## src/rtl/fetch_stage.sv

```systemverilog
// Instruction fetch stage: PC register, single-outstanding imem request,
// one-entry hand-off register to decode, branch redirect.
module fetch_stage #(
  parameter logic [31:0] RESET_PC = 32'h0000_0000
) (
  input  logic        clk,
  input  logic        rs,
  input  logic        en,
  output logic        imem_req,
  output logic [31:0] imem_addr,
  input  logic        imem_ack,
  input  logic [31:0] imem_rdata,
  input  logic        branch_taken,
  input  logic [31:0] branch_target,
  input  logic        id_ready,
  output logic        id_valid,
  output logic [31:0] id_instr,
  output logic [31:0] id_pc4,
  output logic        misalign,
  output logic [15:0] fetch_count
);

  typedef enum logic {
    FETCH = 1'b0,
    HOLD  = 1'b1
  } state_t;

  state_t      state_q, state_d;
  logic [31:0] pc_q, pc_d;
  logic        valid_d;
  logic [31:0] instr_d;
  logic [31:0] pc4_d;
  logic        mis_d;
  logic [15:0] cnt_d;

  assign imem_req  = en & (state_q == FETCH);
  assign imem_addr = pc_q;

  always_comb begin
    state_d = state_q;
    pc_d    = pc_q;
    valid_d = id_valid;
    instr_d = id_instr;
    pc4_d   = id_pc4;
    cnt_d   = fetch_count;
    mis_d   = en ? 1'b0 : misalign;
    if (en) begin
      // a redirect wins over ack and id_ready in the same cycle
      if (branch_taken) begin
        pc_d    = {branch_target[31:2], 2'b00};
        valid_d = 1'b0;
        state_d = FETCH;
        mis_d   = |branch_target[1:0];
      end else begin
        unique case (state_q)
          FETCH: begin
            if (imem_ack) begin
              instr_d = imem_rdata;
              pc4_d   = pc_q + 32'd4;
              pc_d    = pc_q + 32'd4;
              valid_d = 1'b1;
              cnt_d   = fetch_count + 16'd1;
              state_d = HOLD;
            end
          end
          HOLD: begin
            if (id_ready) begin
              valid_d = 1'b0;
              state_d = FETCH;
            end
          end
          default: state_d = FETCH;
        endcase
      end
    end
  end

  always_ff @(posedge clk) begin
    if (rs) begin
      state_q     <= FETCH;
      pc_q        <= RESET_PC;
      id_valid    <= 1'b0;
      id_instr    <= 32'h0;
      id_pc4      <= 32'h0;
      misalign    <= 1'b0;
      fetch_count <= 16'h0;
    end else begin
      state_q     <= state_d;
      pc_q        <= pc_d;
      id_valid    <= valid_d;
      id_instr    <= instr_d;
      id_pc4      <= pc4_d;
      misalign    <= mis_d;
      fetch_count <= cnt_d;
    end
  end

endmodule

```

## config.mk

```make
export PLATFORM = sky130hd
export DESIGN_NAME = fetch_stage
export DESIGN_NICKNAME = d
export VERILOG_FILES = /design/src/rtl/fetch_stage.sv
export SDC_FILE = /design/constraint.sdc
export NUM_CORES = 1
export LEC_CHECK = 0
export BUFFER_PORTS_ARGS = -buffer_cell sky130_fd_sc_hd__buf_4
export CORE_MARGIN = 1.5
export CORE_UTILIZATION = 56
export CTS_BUF_LIST = sky130_fd_sc_hd__clkbuf_8
export DETAILED_ROUTE_END_ITERATION = 6
export HOLD_SLACK_MARGIN = 0.1
export PLACE_DENSITY = 0.95
export SLEW_MARGIN = 10
export SYNTH_ARGS = -nofsm -noshare
export SYNTH_HDL_FRONTEND = slang
export SYNTH_SLANG_ARGS = --single-unit
```

## constraint.sdc

```tcl
create_clock -name clk -period 3.45 [get_ports clk]
set_input_delay 0.5175 -clock clk [delete_from_list [all_inputs] [get_ports clk]]
set_output_delay 0.5175 -clock clk [all_outputs]
set_load 0.05 [all_outputs]
```

==> metrics.md, run 1 <==
| Metric | Value |
|---|---|
| WL final | 14,800 um |
| Die area | slightly below 10,000 sq um |
| Footprint of the multi-input gates | 2770 sq um |
| Drt initial violations | 482 |
| Main synth FF type | dfxtp_1 |
| Top cells by area, synth | dfxtp_1 43%, nand2_1 7.1%, a21oi_1 5.5% |
| Clk sink count | 111 |
| VDD IR max | roughly 0.00025 V |
| # rows | 35 |
| IO Port Bufs | 180 |
| Clk Latency, worst-skew pair | between 0.3 and 0.4 ns |
| Total CTS buffers | 9 |
| Pre-antenna DRT Iters | 6 |
| HP Class | input port to flop |
| #FFs+latches synth | 111 |
| Ys async rst share | 0 |
| Max_cap viols | 0 |
| Netlist cell types | 58 |
| Leakage power | ~2.8 nW |
| Largest fanout on the critical path | 12 |
| Commonest non-fill, non-tap cell in the layout | buf_4 |
| DRC violations left | 0 |
| Core ar. | 9150 sq um |
| HPWL Detailed | 10,800 um |
| Final cycle utilization of the critical path | 0.754 |
| Hold Fails Final Rpt | 0 |
| Post-synth top area share | 0.426 |
| Root buf cell | clkbuf_8 |
| Synth Area per Inst | 8.01 sq um |
| Syn-to-layout area delta | 29.9% |
| Final slew viol count | 0 |
| Critical Path Source Type | flop |
| Synthesized area | 5210 sq um |
| EDFF count, synth | 0 |
| Gpl congestion | 1.00 |
| Status | completed |
| Placed Cells | 898 |
| ANT cells | 0 |
| Die Height | 99.5 um |
| Routed vias/inst | 5.86 |
| Register area | roughly 2200 sq um |
| Ys Warns | 0 |
| Yosys top cell by area | dfxtp_1 |
| FILL cells | 702 |
| Nets | between 800 and 900 |
| First-pass GRT wire length | 24,000 um |
| Initial Util | 0.570 |
| Post-CTS Setup Bufs | 0 |
| Syn Inst Count | roughly 650 |
| Share of cells above drive strength 1 | 0.273 |
| Worst Tran Pin Value | 1.22 ns |
| Remaining Overflow, GRT | 0 |
| Finish-stage setup viols | 0 |
| Vias | ~5,400 |
| Non-Filler Instances | ~900 |
| Vias in the first global route | about 5,000 |
| Clock buffer depth | 2 |
| Ports | between 150 and 200 |
| Clock transition at the registers of the reported paths | between 0.1 and 0.15 ns |
| Routed length per instance | 16.2 um |
| Pin count of the biggest net entering global routing | 77 |
| Tot GR Track Use | 0.298 |
| TritonCTS clock tree | built |
| Setup TNS | 0 ns |
| H-tree depth | 3 |
| Sequential fraction of the synthesis area | 0.426 |
| Post-CTS Resized | 0 |
| Unrepaired setup endpoints after global routing | false |
| Worst EP required | 3.75 ns |
| Clock Skews | ~0.016 ns |
| Crit path time final | 2.60 ns |
| WP data arrival | 2.90 ns |
| DIE WIDTH | 99.5 um |
| Quantity of hold-fixing buffers added after cts | 0 |
| Rel. slew slack | 0.183 |
| Antenna violations before repair | 0 |
| Worst Setup End Kind | flop |
| Most frequent cells in the layout | 188 x buf_4, 111 x dfxtp_1, 98 x nand2_1 |
| Post-route ant nets | 0 |
| WS Path Type | flop to flop |
| Achievable Freq | about 380 MHz |
| PwrDens | 404 nW/um^2 |
==> worst paths after layout <==
path | startpoint | to | slack [ns] | cells past startpoint
worst max-delay path | imem_addr[4] | id_pc4[31] | 0.85 | 5
worst max register to register | imem_addr[4] | id_pc4[31] | 0.85 | 5
worst min register to register | id_instr[3] | id_instr[3] | 0.46 | 2
worst min-delay path | imem_rdata[16] | id_instr[16] | 0.36 | 3
==> per-layer routing <==
layer	global-route usage	vias to the layer above	part of all wire
met5	0	-	0
met1	0.377	2478	0.40
li1	-	2579	-
met2	0.492	255	0.49
met4	0.115	0	0.033
met3	0.0724	48	0.078
==> cell type report <==
class / instances / share of cell area
repair buffers: 188 / 0.208
flip-flops and latches: 111 / 0.328
clock inverters: 7 / 0.0118
well taps: 111 / 0.0205
clock buffers: 9 / 0.0183
multi-input cells: 481 / 0.409
inverters: 7 / 0.00388
==> synth_stat cells, drive strengths merged (4+ instances only) <==
master / number
clkbuf: 48
nor3: 6
dfxtp: 111
nand4: 13
and3: 22
nor2b: 4
buf: 7
nand2: 98
xor2: 26
or3: 10
a21oi: 57
o32ai: 4
nand3: 26
nor2: 73
a22oi: 6
and2: 5
a211oi: 27
o21ai: 19
nor4: 6
xnor2: 15
inv: 6
a31oi: 16
==> stage by stage <==
| step | power (mW) | hold WS, ns | util | worst slack, ns | instance area (sq um) |
|---|---|---|---|---|---|
| floorplan | 1.77 | 0.531 | - | 0.948 | 5230 |
| finish | 2.74 | 0.362 | 0.740 | 0.848 | 6770 |
| global route | 2.85 | 0.350 | 0.740 | 0.699 | 6770 |
| detailed placement | 1.97 | 0.447 | 0.718 | 0.903 | 6570 |
| global placement | 1.95 | 0.442 | 0.718 | 0.894 | 6570 |
| CTS | 2.75 | 0.354 | 0.740 | 0.921 | 6770 |
==> kinds of logic after synthesis <==
kind of cell    Yosys count  share of synthesized area
compound gates          156                      0.190
xor+xnor                 41                     0.0689
fa+ha+maj                 2                    0.00480
buf+inv                  62                     0.0487
flops                   111                      0.426
mux                       4                    0.00792
other cells               1                   0.000719
simple gates            274                      0.253
==> registers in the layout (all words and copies together) (netlist names) <==
name         cells
id_pc4          30
imem_addr       30
state_q          1
fetch_count     16
misalign         1
id_instr        32
id_valid         1
==> worst max-delay path: stages (launching register included) <==
cell and delay [ns]:
dfxtp_1 0.51, nand3_1 0.45, nor3_2 0.55, nand4_1 0.35
or3_1 0.43, a311oi_1 0.23
==> power by group <==
part           leakage [nW]  switching (mW)  total (mW)  internal, mW
combinational          1.76           0.359       0.550         0.191
clock                 0.100           0.500       0.794         0.294
sequential            0.904          0.0596        1.39          1.33
(Power assumes the default switching activity.)
==> run 2, diff against run 1 <==
--- a/config.mk
+++ b/config.mk
@@ -7,11 +7,11 @@
 export LEC_CHECK = 0
 export BUFFER_PORTS_ARGS = -buffer_cell sky130_fd_sc_hd__buf_4
 export CORE_MARGIN = 1.5
-export CORE_UTILIZATION = 56
+export CORE_UTILIZATION = 52
 export CTS_BUF_LIST = sky130_fd_sc_hd__clkbuf_8
 export DETAILED_ROUTE_END_ITERATION = 6
 export HOLD_SLACK_MARGIN = 0.1
-export PLACE_DENSITY = 0.95
+export PLACE_DENSITY = 0.9
 export SLEW_MARGIN = 10
 export SYNTH_ARGS = -nofsm -noshare
 export SYNTH_HDL_FRONTEND = slang
==> constraint.sdc (replaced) <==
create_clock -name clk -period 2.7 [get_ports clk]
set_input_delay 0.405 -clock clk [delete_from_list [all_inputs] [get_ports clk]]
set_output_delay 0.405 -clock clk [all_outputs]
set_load 0.05 [all_outputs]
==> run 2 against run 1 <==
Effect of this change: cell area is 1.7% higher; clock power grew 57%; utilization shrank 3.2 points; critical path depth grew 1; flip-flop and latch count is the same; total power grew 37%; register-to-register slack worse by 0.60 ns; via count increased by 1.2%; setup slack got worse by 0.60 ns; clock skew is 0.0052 ns lower; critical path type unchanged; largest cell class unchanged; largest power group unchanged.
==> metrics.md, run 2 (synthesized netlist as in run 1, its figures left out) <==
| Metric | Value |
|---|---|
| TritonCTS clock tree | built |
| Crit path time final | 2.45 ns (-0.150 ns) |
| First-pass GRT wire length | 23,900 um (-0.58%) |
| HPWL Detailed | 10,800 um (about the same) |
| FILL cells | 792 (+13%) |
| Die area | 10,600 sq um (+7.5%) |
| Final slew viol count | 0 (unchanged) |
| Status | completed |
| Max_cap viols | 0 (unchanged) |
| Achievable Freq | 408 MHz (+6.1%) |
| RR Startpoint | imem_addr[2] |
| Die Height | 103 um (+3.7%) |
| Routed length per instance | 16.7 um (+3.1%) |
| Pre-antenna DRT Iters | 7 (+1) |
| GR peak layer | met2 |
| # rows | 36 (+2.9%) |
| WL final | 15,600 um (+5.8%) |
| Clock transition at the registers of the reported paths | 0.10 ns (-0.02 ns) |
| Ports | 185 (unchanged) |
| WS Path Type | flop to flop |
| Worst EP required | 2.94 ns (-0.81 ns) |
| H-tree depth | 3 (unchanged) |
| Share of cells above drive strength 1 | 0.276 (+0.00305) |
| DIE WIDTH | 103 um (+3.7%) |
| Setup TNS | 0 ns (unchanged) |
| DRC violations left | 0 (unchanged) |
| Unrepaired setup endpoints after global routing | false |
| Largest Register | id_instr |
| Post-CTS Setup Bufs | 0 (unchanged) |
| Post-CTS Resized | 0 (unchanged) |
| Total CTS buffers | 9 (unchanged) |
| Syn-to-layout area delta | 32.1% |
| Met3 global-route usage | 0.0563 (-0.0161) |
| PwrDens | 543 nW/um^2 (+34%) |
| Remaining Overflow, GRT | 0 (unchanged) |
| Routed vias/inst | 5.78 (-1.4%) |
| Non-Filler Instances | 938 (+2.6%) |
| Nets | 873 (+0.34%) |
| Root buf cell | clkbuf_8 |
| Leakage power | 2.80 nW (+1.6%) |
| Clk Latency, worst-skew pair | 0.38 ns (about the same) |
| Max reg flops | 32 (unchanged) |
| Largest fanout on the critical path | 8 (-4) |
| Global routing usage on met1 | 0.372 (-0.00520) |
| Pwr Total | 3.74 mW (+37%) |
| Vias in the first global route | 4,884 (-1.8%) |
| Post-route ant nets | 0 (unchanged) |
| Gpl congestion | 0.876 (-13%) |
| GR Util met2 | 0.470 (-0.0220) |
| Hold Fails Final Rpt | 0 (unchanged) |
| Critical Path Source Type | flop |
| Quantity of hold-fixing buffers added after cts | 0 (unchanged) |
| Vias | 5,422 (+1.2%) |
| IO Port Bufs | 180 (unchanged) |
| VDD IR max | 0.000306 V (+24%) |
| Clock Skews | 0.0103 ns (-0.00518 ns) |
| Finish-stage setup viols | 0 (unchanged) |
| Register area | 2220 sq um (unchanged) |
| HP Class | input port to flop |
| Core ar. | 9730 sq um (+6.3%) |
| Initial Util | 0.536 (-0.0338) |
| Worst Setup End Kind | flop |
| ANT cells | 0 (unchanged) |
| Clk sink count | 111 (unchanged) |
| Clock buffer depth | 2 (unchanged) |
| Rel. slew slack | 0.577 (+0.394) |
| Final cycle utilization of the critical path | 0.908 (+0.154) |
| Critical Path Source | imem_addr[2] |
| Worst Hold Launch | imem_rdata[11] |
| Commonest non-fill, non-tap cell in the layout | buf_4 |
| Placed Cells | 923 (+2.8%) |
| Worst Tran Pin Value | 0.630 ns (-0.588 ns) |
| Footprint of the multi-input gates | 2770 sq um (+0.14%) |
| Pin count of the biggest net entering global routing | 70 (-9.1%) |
| Most frequent cells in the layout | 190 x buf_4, 111 x dfxtp_1, 98 x nand2_1 |
| Antenna violations before repair | 0 (unchanged) |
| WP data arrival | 2.70 ns (-0.20 ns) |
| Drt initial violations | 394 (-18%) |
| Tot GR Track Use | 0.287 (-0.0105) |
run 2: layer usage:
metal  wire length [um]  vias to the layer above  share of wire
met1               6270                     2512           0.40
met2               7480                      279           0.48
met3               1340                       56          0.086
met4                524                        0          0.034
li1                   -                     2575              -
met5                  0                        -              0
run 2: path summary, 6_finish.rpt:
| kind | end | slack [ns] | depth (start not counted) |
|---|---|---|---|
| setup / recovery | imem_addr[24] | 0.25 | 6 |
| hold / removal | id_instr[11] | 0.26 | 3 |
| setup reg to reg | imem_addr[24] | 0.25 | 6 |
| hold reg to reg | id_instr[1] | 0.46 | 2 |
run 2: final cells by class:
type                       count  area share
multi-input combinational    481       0.403
sequential                   111       0.323
timing repair buffer         191       0.210
tap                          133      0.0242
clock buffer                  11      0.0220
clock inverter                 4      0.0147
inverter                       7     0.00382
run 2: power by group:
| part | total (mW) | internal (mW) | switching [mW] |
|---|---|---|---|
| clock network | 1.25 | 0.669 | 0.577 |
| logic | 0.713 | 0.248 | 0.466 |
| registers | 1.78 | 1.70 | 0.0758 |
| total | 3.74 | 2.62 | 1.12 |
run 2: through the flow:
stage                     area (sq um)  hold slack, ns  setup slack (ns)   util
final                             6890           0.256             0.249  0.708
after global routing              6890           0.253             0.135  0.708
after CTS                         6890           0.253             0.293  0.708
after detailed placement          6630           0.447             0.409  0.682
after global placement            6630           0.443             0.516  0.682
after floorplan                   5230           0.531             0.198      -
run 2: critical path, cell delays in order, from the launching register on:
cell     delay (ns)
dfxtp_1        0.48
ha_1           0.33
nand4_1        0.33
or2_2          0.49
o311a_1        0.38
a21oi_1        0.19
a31oi_1        0.10
